## src/rtl/bsg_serial_in_parallel_out_assembler_if.sv

```systemverilog
// rtl/bsg_serial_in_parallel_out_assembler_if.sv - serial element in / assembled word out handshake bundle
// slave is the assembler side, master is its environment (serializer upstream, consumer downstream).
interface bsg_serial_in_parallel_out_assembler_if #(
    parameter int width_p = 16,
    parameter int els_p   = 4
);
    logic                          valid_i;
    logic [width_p-1:0]            data_i;
    logic                          yumi_o;
    logic                          valid_o;
    logic [els_p-1:0][width_p-1:0] data_o;
    logic                          yumi_i;

    modport slave  (input  valid_i, data_i, yumi_i, output yumi_o, valid_o, data_o);
    modport master (output valid_i, data_i, yumi_i, input  yumi_o, valid_o, data_o);
endinterface

```

## src/rtl/bsg_serial_in_parallel_out_assembler.sv

```systemverilog
// rtl/bsg_serial_in_parallel_out_assembler.sv - reassembles els_p serial elements into one parallel word
// Optional macro BSG_SIPO_ASSEMBLER_SKID_EN adds an output register so word N+1 fills while word N waits.
module bsg_serial_in_parallel_out_assembler #(
    parameter int width_p    = 16,
    parameter int els_p      = 4,
    parameter int hi_to_lo_p = 0
) (
    input  logic clk_i,
    input  logic reset_i,
    bsg_serial_in_parallel_out_assembler_if.slave io
);
    localparam int ctr_w_lp = (els_p > 1) ? $clog2(els_p) : 1;
    localparam logic [ctr_w_lp-1:0] ctr_last_lp = ctr_w_lp'(els_p - 1);

    logic [ctr_w_lp-1:0]           r_ctr;
    logic [ctr_w_lp-1:0]           w_idx;
    logic [els_p-1:0][width_p-1:0] r_asm;
    logic [els_p-1:0][width_p-1:0] w_asm_next;
    logic                          w_accept_ok;
    logic                          w_accept;
    logic                          w_last;
    logic                          w_yumi_out;

    assign w_idx      = (hi_to_lo_p != 0) ? (ctr_last_lp - r_ctr) : r_ctr;
    assign w_accept   = io.valid_i & w_accept_ok & ~reset_i;
    assign w_last     = (r_ctr == ctr_last_lp);
    assign w_yumi_out = io.yumi_i & io.valid_o;
    assign io.yumi_o  = w_accept;

    // Assembly buffer with the incoming element merged in, used both to update
    // the buffer and to load a complete word straight into the output register.
    always_comb begin
        w_asm_next        = r_asm;
        w_asm_next[w_idx] = io.data_i;
    end

    always_ff @(posedge clk_i) begin
        if (reset_i) begin
            r_ctr <= '0;
        end else if (w_accept) begin
            r_ctr <= w_last ? '0 : r_ctr + 1'b1;
        end
    end

`ifdef BSG_SIPO_ASSEMBLER_SKID_EN
    logic [els_p-1:0][width_p-1:0] r_out;
    logic                          r_out_v;
    logic                          r_asm_full;

    assign w_accept_ok = ~r_asm_full;
    assign io.valid_o  = r_out_v;
    assign io.data_o   = r_out;

    always_ff @(posedge clk_i) begin
        if (reset_i) begin
            r_asm      <= '0;
            r_out      <= '0;
            r_out_v    <= 1'b0;
            r_asm_full <= 1'b0;
        end else begin
            if (w_accept) begin
                r_asm <= w_asm_next;
            end
            if (w_accept && w_last) begin
                if (!r_out_v || w_yumi_out) begin
                    r_out   <= w_asm_next;
                    r_out_v <= 1'b1;
                end else begin
                    r_asm_full <= 1'b1;
                end
            end else if (r_asm_full && w_yumi_out) begin
                // Parked word moves up; the output stays valid.
                r_out      <= r_asm;
                r_asm_full <= 1'b0;
            end else if (w_yumi_out) begin
                r_out_v <= 1'b0;
            end
        end
    end
`else
    typedef enum logic {s_fill, s_full} state_e;

    state_e r_state;
    state_e w_state_next;
    logic   w_valid;

    assign io.valid_o = w_valid;
    assign io.data_o  = r_asm;

    always_ff @(posedge clk_i) begin
        if (reset_i) begin
            r_state <= s_fill;
        end else begin
            r_state <= w_state_next;
        end
    end

    always_comb begin
        w_state_next = r_state;
        w_accept_ok  = 1'b0;
        w_valid      = 1'b0;
        case (r_state)
            s_fill: begin
                w_accept_ok = 1'b1;
                if (io.valid_i && w_last) begin
                    w_state_next = s_full;
                end
            end
            s_full: begin
                w_valid = 1'b1;
                if (w_yumi_out) begin
                    w_state_next = s_fill;
                end
            end
            default: w_state_next = s_fill;
        endcase
    end

    always_ff @(posedge clk_i) begin
        if (reset_i) begin
            r_asm <= '0;
        end else if (w_accept) begin
            r_asm <= w_asm_next;
        end
    end
`endif

    a_yumi_needs_valid: assert property (@(posedge clk_i) disable iff (reset_i) io.yumi_i |-> io.valid_o);

endmodule
```

## src/flat_wrapper.sv

```systemverilog
// flat-port wrapper written by rule: the top's interface ports become plain ports
module bsg_serial_in_parallel_out_assembler_flat 
#(
    parameter int width_p    = 16,
    parameter int els_p      = 4,
    parameter int hi_to_lo_p = 0
)
  (clk_i, reset_i, io_valid_i, io_data_i, io_yumi_i, io_yumi_o, io_valid_o, io_data_o);
  bsg_serial_in_parallel_out_assembler_if #(.width_p(width_p), .els_p(els_p)) io_i ();
  input  logic clk_i;
  input  logic reset_i;
  input wire logic [$bits(io_i.valid_i)-1:0] io_valid_i;
  input wire logic [$bits(io_i.data_i)-1:0] io_data_i;
  input wire logic [$bits(io_i.yumi_i)-1:0] io_yumi_i;
  output wire logic [$bits(io_i.yumi_o)-1:0] io_yumi_o;
  output wire logic [$bits(io_i.valid_o)-1:0] io_valid_o;
  output wire logic [$bits(io_i.data_o)-1:0] io_data_o;
  assign io_i.valid_i = io_valid_i;
  assign io_i.data_i = io_data_i;
  assign io_i.yumi_i = io_yumi_i;
  assign io_yumi_o = io_i.yumi_o;
  assign io_valid_o = io_i.valid_o;
  assign io_data_o = io_i.data_o;
  bsg_serial_in_parallel_out_assembler #(.width_p(width_p), .els_p(els_p), .hi_to_lo_p(hi_to_lo_p)) u_core (.clk_i(clk_i), .reset_i(reset_i), .io(io_i));
endmodule
```

## config.mk

```make
export PLATFORM = sky130hd
export DESIGN_NAME = bsg_serial_in_parallel_out_assembler_flat
export DESIGN_NICKNAME = d
export VERILOG_FILES = /design/src/rtl/bsg_serial_in_parallel_out_assembler_if.sv /design/src/rtl/bsg_serial_in_parallel_out_assembler.sv /design/src/flat_wrapper.sv
export SDC_FILE = /design/constraint.sdc
export NUM_CORES = 1
export LEC_CHECK = 0
export CORE_ASPECT_RATIO = 2
export CORE_MARGIN = 8
export CORE_UTILIZATION = 45
export DETAILED_ROUTE_END_ITERATION = 8
export PLACE_DENSITY = 0.8
export SYNTH_ARGS = -nofsm -noshare
export SYNTH_HDL_FRONTEND = slang
export SYNTH_SLANG_ARGS = --single-unit
```

## constraint.sdc

```tcl
create_clock -name clk_i -period 1.7 [get_ports clk_i]
set_input_delay 0.255 -clock clk_i [delete_from_list [all_inputs] [get_ports clk_i]]
set_output_delay 0.255 -clock clk_i [all_outputs]
set_load 0.05 [all_outputs]
```

==> run summary <==
RSZ-0062 raised after global routing -> false
Largest net degree at the start of global routing -> 55
Fillers -> 500
FP Rows -> 39
Port bufs -> 85
Reg-to-reg endpoint -> u_core.io.data_o[0]$_SDFFE_PP0P_
Final Cycle Share -> 0.956
FF-to-FF path depth -> 6
CP endpoint kind -> primary output
Total die area -> 0.00867 mm^2
Final net count -> 419
CP max stage cell -> dfxtp_1
Initial Util -> 0.463
First-pass GRT wire length -> 11200 um
Synth area leaders -> dfxtp_1 51%, nand2_1 18%, a21oi_2 8.7%, a21oi_1 7.4%, buf_6 3.0%
Cell Int Power -> 2.92 mW
Setup_tns -> 0 ps
Worst path top cell family by delay -> flip-flops
Hold path start -> reset_i
Buffer count from post-CTS setup fixing -> 0
WL final -> 7080 um
Post-synth top area share -> 0.512
Slowest stage delay, CP -> 460 ps
Yosys warns -> 0
Synthesized area per cell -> 8.65 um^2
Most frequent cells in the layout -> 128 x nand2_1, 79 x buf_4, 67 x dfxtp_1, 39 x a21oi_1, 26 x a21oi_2
Logic pwr share -> 0.160
CP max FO -> 11
Vias in the first global route -> 2265
Initial antenna violation count -> 0
Required @ worst endpoint -> 1440 ps
WL/cell -> 15.4 um
Worst path cell trace -> and2b_2 -> nor2b_2 -> buf_12
Via Count -> 2314
Actual slew at the worst max-slew pin -> 355 ps
Synth Register Bits -> 67
R2R Setup Slk -> 340 ps
Status -> complete, no violations
MaxCap Viol Count -> 0
H-tree Lvls -> 3
Clock Skew -> 2.66 ps
Power share of the clock group -> 0.419
TritonCTS sink count -> 67
FF/Latch Area -> 0.00134 mm^2
Commonest non-fill, non-tap cell in the layout -> nand2_1
Num CTS Buffers -> 9
Clock-pin slew on the worst setup and hold paths -> 50 ps
Routed vias/inst -> 5.02
Startpoint Class -> flop
Seq pwr share -> 0.421
Final setup violation count -> 0
Post-synth top area cell -> dfxtp_1
CP Buf/Inv Count -> 1
Rel. slew slack -> 0.763
HP Class -> input port to flop
Total power -> 3.97 mW
Top achievable clock speed -> 615 MHz
Post-route antenna net violation count -> 0
Final Hold Viols -> 0
Hold worst-path end -> u_core.io.data_o[45]$_SDFFE_PP0P_
Leakage -> 1.48 nW
Dpl hpwl -> 5320 um
Sw power -> 1.06 mW
Vert. Die Dim -> 124 um
Multi-input logic area -> 0.00109 mm^2
Routability-driven placement congestion ratio -> 0.785
Clock buffer depth -> 2
Pwr per Cell Area -> 1090 mW/mm^2
CTS tree -> built
Slew Viols, Final -> 0
Gr usage total -> 0.163
Worst path arrival time -> 1370 ps
Final Instance Area -> 0.00365 mm^2
Hold WS -> 320 ps
Post-DP Area -> 0.00337 mm^2
Share of cells above drive strength 1 -> 0.323
I/O pin count -> 86
Synth Instances -> 303
GRT Residual Overflow -> 0
Synth Cell Area -> 0.00262 mm^2
Cts hold-fix bufs -> 0
Reg-to-Reg Start -> u_core.r_ctr[0]$_SDFFE_PP0P_
Hold Path Stages -> 2
Antenna diode count -> 0
Root Driver -> clkbuf_16
DR DRC count -> 0
DRT Pass-1 Iters -> 4
Die Wd -> 70.0 um
Final min period -> 1630 ps
Register area share after synthesis -> 0.512
Peak supply drop -> 0.957 mV
Setup Crit Path Kind -> flop to primary output
Synth Net Count -> 327
Sw Ratio -> 0.266
Yosys cell types -> 18
Core Region -> 0.00566 mm^2
Clock Latency Late Sink -> 320 ps
Initial DRC count -> 186
Synth-to-layout area growth -> 39.2%
CTS-repair resized insts -> 0
[layer usage]
| layer | GRT usage | up-vias | share of wire |
|---|---|---|---|
| li1 | - | 1160 | - |
| met1 | 0.156 | 1073 | 0.35 |
| met2 | 0.298 | 69 | 0.57 |
| met3 | 0.0574 | 12 | 0.054 |
| met4 | 0.0872 | 0 | 0.026 |
| met5 | 0 | - | 0 |
[cell type report]
class	instances	area share
timing repair buffer	102	0.235
sequential	67	0.368
clock buffer	14	0.0724
multi-input combinational	213	0.299
inverter	2	0.00206
clock inverter	2	0.00274
tap	61	0.0209
[cells in the mapped netlist]
cell      instances
buf_6             7
nand2_1         128
inv_1             2
nor2b_1           1
buf_4             4
nand3b_2          4
a21oi_1          39
a21oi_2          26
or2b_1            1
and2b_2           1
nor2_1            3
buf_12            2
clkbuf_1          4
dfxtp_1          67
mux2i_1           2
buf_2             4
and3b_1           4
ha_1              4
[cells by family after synthesis]
family	count (synthesis)	share of synthesized area
mux	2	0.00764
simple gates	142	0.227
flops	67	0.512
fa+ha+maj	4	0.0191
buf+inv	23	0.0731
compound gates	65	0.161
[power by group through the flow]
| stage | logic, mW | clock network (mW) | registers [mW] |
|---|---|---|---|
| after floorplan | 0.222 | 0 | 1.90 |
| after global placement | 0.632 | 0 | 1.70 |
| after detailed placement | 0.639 | 0 | 1.70 |
| after CTS | 0.641 | 1.71 | 1.67 |
| after global routing | 0.674 | 1.79 | 1.68 |
| final | 0.636 | 1.66 | 1.67 |
[sequential cells by signal, summed over array words and instances, names as in the netlist]
name,count
u_core.io.data_o,64
u_core.r_state,1
u_core.r_ctr,2
[metrics by stage]
stage / util / cells / setup slack, ps
2_1_floorplan: - / 303 / 137
4_1_cts: 0.644 / 461 / 61.9
3_5_place_dp: 0.596 / 445 / 179
3_3_place_gp: 0.596 / 445 / 201
5_1_grt: 0.644 / 461 / 0.713
6_report: 0.644 / 461 / 74.7
[worst reg2reg max path, cell delays in order, from the launching register on]
cell     delay (ps)
dfxtp_1         410
inv_1            90
ha_1            220
and3b_1         210
buf_12          160
nand2_1          80
a21oi_1          70
[worst max path at each step]
stage / start / to / slack [ps] / cells after the start
floorplan: u_core.r_state$_SDFF_PP0_ / io_yumi_o / 140 / 2
global placement: io_valid_i / u_core.io.data_o[24]$_SDFFE_PP0P_ / 200 / 6
detailed placement: io_valid_i / u_core.io.data_o[19]$_SDFFE_PP0P_ / 180 / 6
CTS: u_core.r_state$_SDFF_PP0_ / io_yumi_o / 60 / 3
global route: u_core.r_state$_SDFF_PP0_ / io_yumi_o / 0.7 / 3
finish: u_core.r_state$_SDFF_PP0_ / io_yumi_o / 70 / 3
Power figures use the tool's default switching activity.
